**src/rtl/serial_subtractor.sv**
```systemverilog
// Bit-serial subtractor: computes a - b - bin one bit per clock, LSB first.
// The result and borrow-out are registered and held until the next operation completes.
module serial_subtractor #(
  parameter int WIDTH = 8
) (
  input  logic             clk,
  input  logic             rst,
  input  logic             start,
  input  logic [WIDTH-1:0] a,
  input  logic [WIDTH-1:0] b,
  input  logic             bin,
  output logic             busy,
  output logic             done,
  output logic [WIDTH-1:0] diff,
  output logic             bout
);

  localparam int CW = (WIDTH > 1) ? $clog2(WIDTH) : 1;
  localparam logic [CW-1:0] LAST = CW'(WIDTH - 1);

  typedef enum logic [1:0] {IDLE, RUN, DONE} state_t;

  state_t           state_reg;
  logic [WIDTH-1:0] a_reg;
  logic [WIDTH-1:0] b_reg;
  logic [WIDTH-1:0] res_reg;
  logic [WIDTH-1:0] diff_reg;
  logic [CW-1:0]    cnt_reg;
  logic             br_reg;
  logic             bout_reg;
  logic             busy_reg;
  logic             done_reg;

  logic a_bit;
  logic b_bit;
  logic d_next;
  logic br_next;

  // Full-subtractor cell on the bit selected by the counter
  always_comb begin
    a_bit   = a_reg[cnt_reg];
    b_bit   = b_reg[cnt_reg];
    d_next  = a_bit ^ b_bit ^ br_reg;
    br_next = (~a_bit & b_bit) | (~(a_bit ^ b_bit) & br_reg);
  end

  always_ff @(posedge clk) begin
    if (rst) begin
      state_reg <= IDLE;
      a_reg     <= '0;
      b_reg     <= '0;
      res_reg   <= '0;
      diff_reg  <= '0;
      cnt_reg   <= '0;
      br_reg    <= 1'b0;
      bout_reg  <= 1'b0;
      busy_reg  <= 1'b0;
      done_reg  <= 1'b0;
    end else begin
      case (state_reg)
        IDLE: begin
          done_reg <= 1'b0;
          if (start) begin
            a_reg     <= a;
            b_reg     <= b;
            br_reg    <= bin;
            cnt_reg   <= '0;
            busy_reg  <= 1'b1;
            state_reg <= RUN;
          end
        end
        RUN: begin
          // Shift in from the top so bit 0 lands at the LSB after WIDTH steps
          res_reg <= {d_next, res_reg[WIDTH-1:1]};
          br_reg  <= br_next;
          if (cnt_reg == LAST) begin
            diff_reg  <= {d_next, res_reg[WIDTH-1:1]};
            bout_reg  <= br_next;
            done_reg  <= 1'b1;
            state_reg <= DONE;
          end else begin
            cnt_reg <= cnt_reg + 1'b1;
          end
        end
        DONE: begin
          done_reg  <= 1'b0;
          busy_reg  <= 1'b0;
          state_reg <= IDLE;
        end
        default: begin
          done_reg  <= 1'b0;
          busy_reg  <= 1'b0;
          state_reg <= IDLE;
        end
      endcase
    end
  end

  assign busy = busy_reg;
  assign done = done_reg;
  assign diff = diff_reg;
  assign bout = bout_reg;

endmodule
```
**config.mk**
```make
export PLATFORM = sky130hd
export DESIGN_NAME = serial_subtractor
export DESIGN_NICKNAME = d
export VERILOG_FILES = /design/src/rtl/serial_subtractor.sv
export SDC_FILE = /design/constraint.sdc
export NUM_CORES = 1
export LEC_CHECK = 0
export ABC_AREA = 1
export BUFFER_PORTS_ARGS = -buffer_cell sky130_fd_sc_hd__buf_2
export CORE_MARGIN = 2
export CORE_UTILIZATION = 45
export DETAILED_ROUTE_END_ITERATION = 8
export HOLD_SLACK_MARGIN = 0.06
export PLACE_DENSITY = 0.67
export SLEW_MARGIN = 20
export SYNTH_ARGS = -nofsm -noshare
export SYNTH_HDL_FRONTEND = slang
export SYNTH_SLANG_ARGS = --single-unit
```
**constraint.sdc**
```tcl
create_clock -name clk -period 2.26 [get_ports clk]
set_input_delay 0.226 -clock clk [delete_from_list [all_inputs] [get_ports clk]]
set_output_delay 0.226 -clock clk [all_outputs]
set_load 0.01 [all_outputs]
```
==> flow_summary.json, run 1 <==
{
  "status": "complete, no violations",
  "cts_setup_buffers": 0,
  "drive_above_1_share": 0.165,
  "cts_buffers": 5,
  "drv_cap": 0,
  "layout_min_cycle_time_ns": 1.81,
  "fin_worst_skew_ns": 0.00254,
  "synthMuxAreaShare": 0,
  "hold_ws_ns": 0.139,
  "slew_violations": 0,
  "htreeDepth": 2,
  "required_ns": 2.45,
  "clockBufferDepth": 2,
  "seq_area_frac_synth": 0.467,
  "crit_fanout": 10,
  "first_pass_iters": 4,
  "grt_antenna_before_repair": 0,
  "synth_compound_area_frac": 0.108,
  "r2r_cells": 9,
  "grt_setup_unrepaired": "no",
  "clock-root-buffer": "clkbuf_8",
  "dr.first_iter.drc_count": 75,
  "synth_top_family_by_area": "simple AND/OR/NAND/NOR gates",
  "setup.worst_path.class": "flip-flop to flip-flop",
  "synth_top_area_share": 0.467,
  "path_clk_slew_ns": 0.07,
  "hold_depth": 2,
  "ys_ff_latch": 40,
  "die_w_microns": 65.7,
  "syn-cell-area_sq_um": 1710,
  "grt_use_total": 0.172,
  "clock_latency_ns": 0.29,
  "rows": 22,
  "drtAntennaViolNets": 0,
  "critical_path_arrival_ns": 2.00,
  "netlist_instances": 241,
  "fp.coreArea_sq_um": 3660,
  "gp_congestion": 0.784,
  "dp_hpwl_microns": 2260,
  "period_share": 0.802,
  "total_power_uw": 1440,
  "synthAdderAreaFrac": 0.0263,
  "slew_headroom": 0.733,
  "yosysWarningCount": 0,
  "stdcell_area_sq_um": 1960,
  "pin_count": 31,
  "nFillCells": 377,
  "hold_path.class": "input port to flip-flop",
  "ctsResizeCount": 0,
  "syn_area_per_cell_sq_um": 7.11,
  "postPlaceCellArea_sq_um": 1870,
  "cts_tree": "yes",
  "max-vdd-ir-drop_mv": 0.368,
  "powerDensity_nw_per_um2": 734,
  "grt_pass1_wl_microns": 5670,
  "reg2reg_slack_ns": 0.45,
  "start_util": 0.468,
  "worst_pin_slew_ns": 0.399,
  "synth-simple-area-share": 0.299,
  "cts_hold_buf": 0,
  "start_kind": "flip-flop",
  "hp-start": "rst",
  "setup_tns_ns": 0,
  "syn_nets": 264,
  "fmax_mhz": 552,
  "vias": 1497,
  "setup_viol": 0,
  "min_to": "busy",
  "p_leak_uw": 0.000970,
  "port_buffers": 30,
  "grt_max_degree": 38,
  "nets": 294,
  "area_growth_pct": 14.5,
  "wl_per_cell_microns": 10.2,
  "yosys.area.top_type": "dfxtp_1",
  "synth-xor-area-share": 0,
  "grt_pass1_vias": 1355,
  "die_y_microns": 65.7,
  "r2r_start": "cnt_reg[0]",
  "insertedDiodeCount": 0,
  "yosys-top-cells-area": "dfxtp_1, nor2_1, o21ai_0, nand2_1, inv_1",
  "finish.utilization": 0.536,
  "finalWirelength_microns": 3280,
  "grt.overflow.total": 0,
  "clkSinkCount": 40,
  "die_area_sq_um": 4320,
  "yosysUniqueCellTypes": 22,
  "worst_setup_path_end_kind": "flip-flop",
  "via_per_inst": 4.68,
  "r2r-end": "res_reg[7]",
  "drc": 0,
  "finalHoldViolations": 0
}
-- how the worst max path moves through the flow --
stage / end / from
after global routing: res_reg[7] / cnt_reg[0]
after global placement: res_reg[7] / cnt_reg[0]
final: res_reg[7] / cnt_reg[0]
after floorplan: res_reg[7] / cnt_reg[0]
after detailed placement: res_reg[7] / cnt_reg[0]
after CTS: res_reg[7] / cnt_reg[0]
-- stage by stage --
| stage | setup slack, ns | cells |
|---|---|---|
| after floorplan | 0.654 | 241 |
| after global placement | 0.502 | 312 |
| after detailed placement | 0.479 | 312 |
| after CTS | 0.457 | 320 |
| after global routing | 0.302 | 320 |
| final | 0.448 | 320 |
-- cells by family (layout without fill, tap and decap cells) --
| group | Yosys count | count (layout) |
|---|---|---|
| and+or+nand+nor | 124 | 124 |
| DFF | 40 | 40 |
| AOI/OAI and AO/OA | 37 | 37 |
| buffers and inverters | 37 | 68 |
| adders and majority gates | 3 | 3 |
-- layout make-up --
cell class | count | area [sq um] | area share
Sequential cell | 40 | 801 | 0.408
Multi-Input combinational cell | 164 | 742 | 0.378
Timing Repair Buffer | 31 | 158 | 0.0804
Inverter | 29 | 111 | 0.0568
Clock buffer | 8 | 90.1 | 0.0459
Tap cell | 48 | 60.1 | 0.0306
-- per-layer routing --
| layer | global-route usage | vias up | part of all wire |
|---|---|---|---|
| met1 | 0.217 | 651 | 0.48 |
| met4 | 0.0938 | 0 | 0.017 |
| met2 | 0.269 | 35 | 0.45 |
| met5 | 0 | - | 0 |
| li1 | - | 806 | - |
| met3 | 0.0411 | 5 | 0.057 |
-- cells in the final DEF (no fill, tap or decap), drive strengths merged --
cell type and instances:
fa 1, nand3 14, o21ai 33, clkinv 1, dfxtp 40, clkbuf 8
ha 2, nand2 36, a21oi 4, nor2 73, nor3 1, inv 28
buf 31
-- synthesized netlist by cell type --
cell type  count
nor2_1        71
dfxtp_1       40
nand2_1       33
o21ai_0       33
inv_1         25
nand3_1       14
a21oi_1        4
buf_2          2
buf_4          2
clkbuf_1       2
ha_1           2
inv_2          2
nand2_4        2
buf_6          1
buf_8          1
clkinv_1       1
fa_1           1
inv_4          1
nand2_2        1
nor2_2         1
nor2_4         1
nor3_1         1
-- critical path, cell delays in order, from the launching register on --
cell	delay, ns
dfxtp_1	0.52
inv_2	0.16
nand2_1	0.09
nand3_1	0.06
nand2_1	0.08
nand2_1	0.05
nand2_1	0.08
fa_1	0.43
o21ai_0	0.18
nor2_1	0.05
-- power breakdown --
group	switching (uW)	internal [uW]	total, uW
clock network	234	249	483
logic	109	72.1	181
registers	28.6	746	775
total	372	1070	1440
(Power assumes the default switching activity.)
==> inputs of run 2 (changes only) <==
--- a/config.mk
+++ b/config.mk
@@ -11,7 +11,7 @@
 export CORE_UTILIZATION = 45
 export DETAILED_ROUTE_END_ITERATION = 8
 export HOLD_SLACK_MARGIN = 0.06
-export PLACE_DENSITY = 0.67
+export PLACE_DENSITY = 0.69
 export SLEW_MARGIN = 20
 export SYNTH_ARGS = -nofsm -noshare
 export SYNTH_HDL_FRONTEND = slang
==> constraint.sdc (replaced) <==
create_clock -name clk -period 1.6 [get_ports clk]
set_input_delay 0.16 -clock clk [delete_from_list [all_inputs] [get_ports clk]]
set_output_delay 0.16 -clock clk [all_outputs]
set_load 0.01 [all_outputs]
==> run 2 against run 1 <==
First-iteration DRC count is 13% lower. Cell count up 2.5%. Non-clock buffer count increased by 8. Count of clock-buffer cells in the layout decreased by 2. Sequential cell count unchanged. Power rose by 44%. Critical path depth is 1 higher. Core utilization rose by 3.1 points. Register-to-register slack lost 0.42 ns. Sequential power is 41% higher. Wire length rose by 5.0%. Die area unchanged. Critical endpoint unchanged.
==> flow_summary.json, run 2 (synthesized netlist as in run 1, its figures left out) <==
{
  "cts_buffers": 5,
  "hold_path.class": "input port to flip-flop",
  "port_buffers": 30,
  "pin_count": 31,
  "fin_ws_ns": 0.0305,
  "htreeDepth": 2,
  "grt_pass1_wl_microns": 6090,
  "slew_headroom": 0.751,
  "grt_pass1_vias": 1441,
  "grt_max_degree": 28,
  "clock_latency_ns": 0.29,
  "die_w_microns": 65.7,
  "r2r_cells": 10,
  "rows": 22,
  "period_share": 0.981,
  "first_pass_iters": 5,
  "worst_setup_path_end_kind": "flip-flop",
  "start_util": 0.468,
  "drc": 0,
  "dp_hpwl_microns": 2430,
  "grt_setup_unrepaired": "yes",
  "finalHoldViolations": 0,
  "start_kind": "flip-flop",
  "via_per_inst": 4.75,
  "setup_viol": 0,
  "dp_slack_ns": -0.0481,
  "final_common_cell": "nor2_1",
  "drive_above_1_share": 0.211,
  "drv_cap": 0,
  "die_y_microns": 65.7,
  "cts_hold_buf": 0,
  "dr.first_iter.drc_count": 65,
  "grt_use_total": 0.183,
  "wl_per_cell_microns": 10.5,
  "hold_depth": 2,
  "slew_violations": 0,
  "clockBufferDepth": 2,
  "required_ns": 1.84,
  "status": "complete, no violations",
  "setup.worst_path.class": "flip-flop to flip-flop",
  "cts_tree": "yes",
  "finalWirelength_microns": 3440,
  "grt.overflow.total": 0,
  "clock-root-buffer": "clkbuf_8",
  "area_growth_pct": 21.2,
  "mostFrequentLayoutCells": "nor2_1, dfxtp_1, nand2_1",
  "die_area_sq_um": 4320,
  "crit_fanout": 9,
  "grt_antenna_before_repair": 0,
  "gp_congestion": 0.854,
  "nets": 302,
  "drtAntennaViolNets": 0,
  "p_leak_uw": 0.00103,
  "layout_min_cycle_time_ns": 1.57,
  "worst_pin_slew_ns": 0.373,
  "vias": 1558,
  "clkSinkCount": 40,
  "max-vdd-ir-drop_mv": 0.616,
  "hold_ws_ns": 0.0737,
  "powerDensity_nw_per_um2": 1000,
  "critical_path_arrival_ns": 1.81,
  "fp.coreArea_sq_um": 3660,
  "insertedDiodeCount": 0,
  "fin_worst_skew_ns": 0.00514,
  "fmax_mhz": 637,
  "path_clk_slew_ns": 0.07
}
[run 2: changes by cell type in the layout (fill, tap and decap cells not counted), sizes merged]
| cell | previous run | this run |
|---|---|---|
| buf | 31 | 39 |
| clkinv | 1 | 3 |
| clkbuf | 8 | 6 |
[run 2: final cells by class]
cell class	instances	area (sq um)
Clock buffer	6	82.6
Sequential cell	40	802
Clock inverter	2	10.0
Multi-Input combinational cell	164	747
Inverter	29	119
Timing Repair Buffer	39	255
Fill cell	369	1590
Tap cell	48	60.1
[run 2: what timing repair did]
item	4_1_cts	5_1_grt
setup buffers	0	2
endpoints found under the setup margin	2	6
cloned	0	0
resized for setup	2	6
pin swaps	2	3
[run 2: power by group]
part	internal (uW)	switching (uW)	leakage [uW]
logic	129	173	0.000648
registers	1050	35.1	0.000329
clock network	344	343	0.0000510
total	1530	552	0.00103
[run 2: critical path, cell delays in order (launching register included)]
cell and delay [ns]:
dfxtp_2 0.34, buf_12 0.14, inv_8 0.07, nand2_1 0.05, nand2_1 0.05, nand2_1 0.04
nand3_1 0.06, nand2_1 0.07, fa_2 0.55, o21ai_1 0.06, nor2_1 0.08
[run 2: stage by stage]
stage	util	TNS (ns)	instances	total power (uW)	area (sq um)
floorplan	-	0	241	1320	1720
global placement	0.531	-0.0238	318	1400	1940
detailed placement	0.531	-0.0481	318	1410	1940
CTS	0.557	0	326	2090	2040
global route	0.567	-0.132	328	2200	2080
finish	0.567	0	328	2080	2080
[run 2: worst paths after layout]
path	start	slack [ns]	end
worst max-delay path	cnt_reg[0]	0.03	res_reg[7]
worst min-delay path	rst	0.07	busy
worst max register to register	cnt_reg[0]	0.03	res_reg[7]
worst min register to register	busy	0.47	busy
[run 2: routing by layer]
metal	vias up	wire, microns	global-route usage
li1	823	-	-
met1	704	1620	0.223
met2	23	1640	0.304
met3	8	124	0.0411
met4	0	65	0.0859
met5	-	0	0
==> inputs of run 3 (changes only) <==
--- a/config.mk
+++ b/config.mk
@@ -12,6 +12,7 @@
 export DETAILED_ROUTE_END_ITERATION = 8
 export HOLD_SLACK_MARGIN = 0.06
 export PLACE_DENSITY = 0.69
+export REMOVE_ABC_BUFFERS = 1
 export SLEW_MARGIN = 20
 export SYNTH_ARGS = -nofsm -noshare
 export SYNTH_HDL_FRONTEND = slang
==> run 3 against run 2 <==
Worst hold slack improved by 0.0027 ns. Combinational power decreased by 6%. Power rose by 0.26%. Sequential power is essentially flat. Count of clock-buffer cells in the layout stayed put. Via count down 2.4%. Critical path type unchanged. Critical endpoint unchanged. Largest cell class unchanged. Largest power group unchanged. Highest routed layer unchanged.
==> flow_summary.json, run 3 (synthesized netlist as in run 1, its figures left out) <==
{
  "fin_worst_skew_ns": 0.00618,
  "grt_antenna_before_repair": 0,
  "setup.worst_path.class": "flip-flop to flip-flop",
  "gp_congestion": 0.832,
  "drive_above_1_share": 0.211,
  "stdcell_area_sq_um": 2050,
  "hp-start": "rst",
  "worst_pin_slew_ns": 0.375,
  "r2r_start": "cnt_reg[0]",
  "area_growth_pct": 19.5,
  "grt_max_degree": 25,
  "reg2reg_slack_ns": 0.05,
  "dr_wl_met2_microns": 1510,
  "layout_min_cycle_time_ns": 1.55,
  "fp.coreArea_sq_um": 3660,
  "pin_count": 31,
  "cts_tree": "yes",
  "cts_hold_buf": 0,
  "drtAntennaViolNets": 0,
  "clkSinkCount": 40,
  "required_ns": 1.84,
  "clock-root-buffer": "clkbuf_8",
  "wl_per_cell_microns": 10.2,
  "first_pass_iters": 4,
  "powerDensity_nw_per_um2": 1020,
  "setup_tns_ns": 0,
  "grt_pass1_wl_microns": 6190,
  "grt_pass1_vias": 1421,
  "hold_depth": 2,
  "final_common_cell": "nor2_1",
  "seqCellArea_sq_um": 805,
  "dp_cells": 318,
  "fin_ws_ns": 0.0530,
  "max-vdd-ir-drop_mv": 0.711,
  "drc": 0,
  "dp_hpwl_microns": 2370,
  "finalWirelength_microns": 3360,
  "slew_violations": 0,
  "hold_path.class": "input port to flip-flop",
  "insertedDiodeCount": 0,
  "finalHoldViolations": 0,
  "nFillCells": 358,
  "postPlaceCellArea_sq_um": 1920,
  "die_y_microns": 65.7,
  "drv_cap": 0,
  "grt.overflow.total": 0,
  "start_util": 0.468,
  "p_leak_uw": 0.00101,
  "m1WireLength_microns": 1680,
  "fmax_mhz": 646,
  "grt_use_total": 0.186,
  "route.met3.wl_microns": 114,
  "start_kind": "flip-flop",
  "path_clk_slew_ns": 0.08,
  "dr.first_iter.drc_count": 84,
  "top_layer_used": "met4",
  "via_per_inst": 4.63,
  "r2r_cells": 9,
  "critical_path_arrival_ns": 1.78,
  "r2r-end": "res_reg[7]",
  "crit_fanout": 6,
  "nets": 302,
  "instances_no_fill": 328,
  "dp_slack_ns": -0.0838,
  "worst_setup_path_end_kind": "flip-flop",
  "total_power_uw": 2080,
  "mostFrequentLayoutCells": "nor2_1, dfxtp_1, nand2_1, o21ai_0, buf_2",
  "setup_viol": 0,
  "slew_headroom": 0.749,
  "multi_input_area_sq_um": 747,
  "clock_latency_ns": 0.29,
  "port_buffers": 30,
  "htreeDepth": 2,
  "min_to": "state_reg[0]",
  "die_area_sq_um": 4320,
  "die_w_microns": 65.7,
  "status": "complete, no violations",
  "period_share": 0.967,
  "cts_buffers": 5,
  "rows": 22,
  "clockBufferDepth": 2,
  "grt_setup_unrepaired": "yes",
  "vias": 1520
}
[run 3: cell count changes in the layout (fill, tap and decap cells not counted), moves of 2 or more]
cell        previous run  this run
buf_12                 3         0
buf_4                  6         8
clkinv_2               2         0
clkinvlp_4             0         2
[run 3: final cells by class]
cell class,instances,area share
flip-flops and latches,40,0.393
multi-input cells,164,0.365
repair buffers,39,0.108
inverters,29,0.0568
clock buffers,6,0.0403
well taps,48,0.0293
clock inverters,2,0.00733
[run 3: per-layer routing]
metal,track usage,vias up
met5,0,-
met4,0.0781,0
met3,0.0411,6
met2,0.293,25
met1,0.245,664
li1,-,825
[run 3: worst max-delay path by stage]
stage / from / to / slack [ns] / depth (start not counted)
after global placement: cnt_reg[0] / res_reg[7] / -0.01 / 9
final: cnt_reg[0] / res_reg[7] / 0.05 / 9
after floorplan: cnt_reg[0] / res_reg[7] / -0.02 / 9
after detailed placement: cnt_reg[0] / res_reg[7] / -0.08 / 9
after CTS: cnt_reg[0] / res_reg[7] / 0.004 / 9
after global routing: cnt_reg[0] / res_reg[7] / -0.03 / 9
[run 3: timing repair]
item                                    in CTS  in global routing
pin swaps                                    0                  7
endpoints found under the setup margin       2                  5
buffers inserted                             0                  2
gates cloned                                 0                  0
gates resized for setup                      1                  8
[run 3: stage by stage]
stage	util	hold WS, ns
final	0.559	0.0764
after global routing	0.559	0.0850
after CTS	0.551	0.0652
after global placement	0.524	0.377
after detailed placement	0.524	0.381
after floorplan	-	0.229
[run 3: power breakdown]
group	internal (uW)	switching, uW	leakage, uW
registers	1050	39.7	0.000329
logic	121	164	0.000640
clock network	349	357	0.0000434
[run 3: critical path, stage by stage, from the launching register on]
cell and delay [ns]:
dfxtp_4 0.41, buf_6 0.12, nand2_2 0.04, nand2_1 0.05
nand2_1 0.05, nand3_1 0.07, nand2_1 0.08, fa_2 0.54
o21ai_1 0.05, nor2_1 0.08
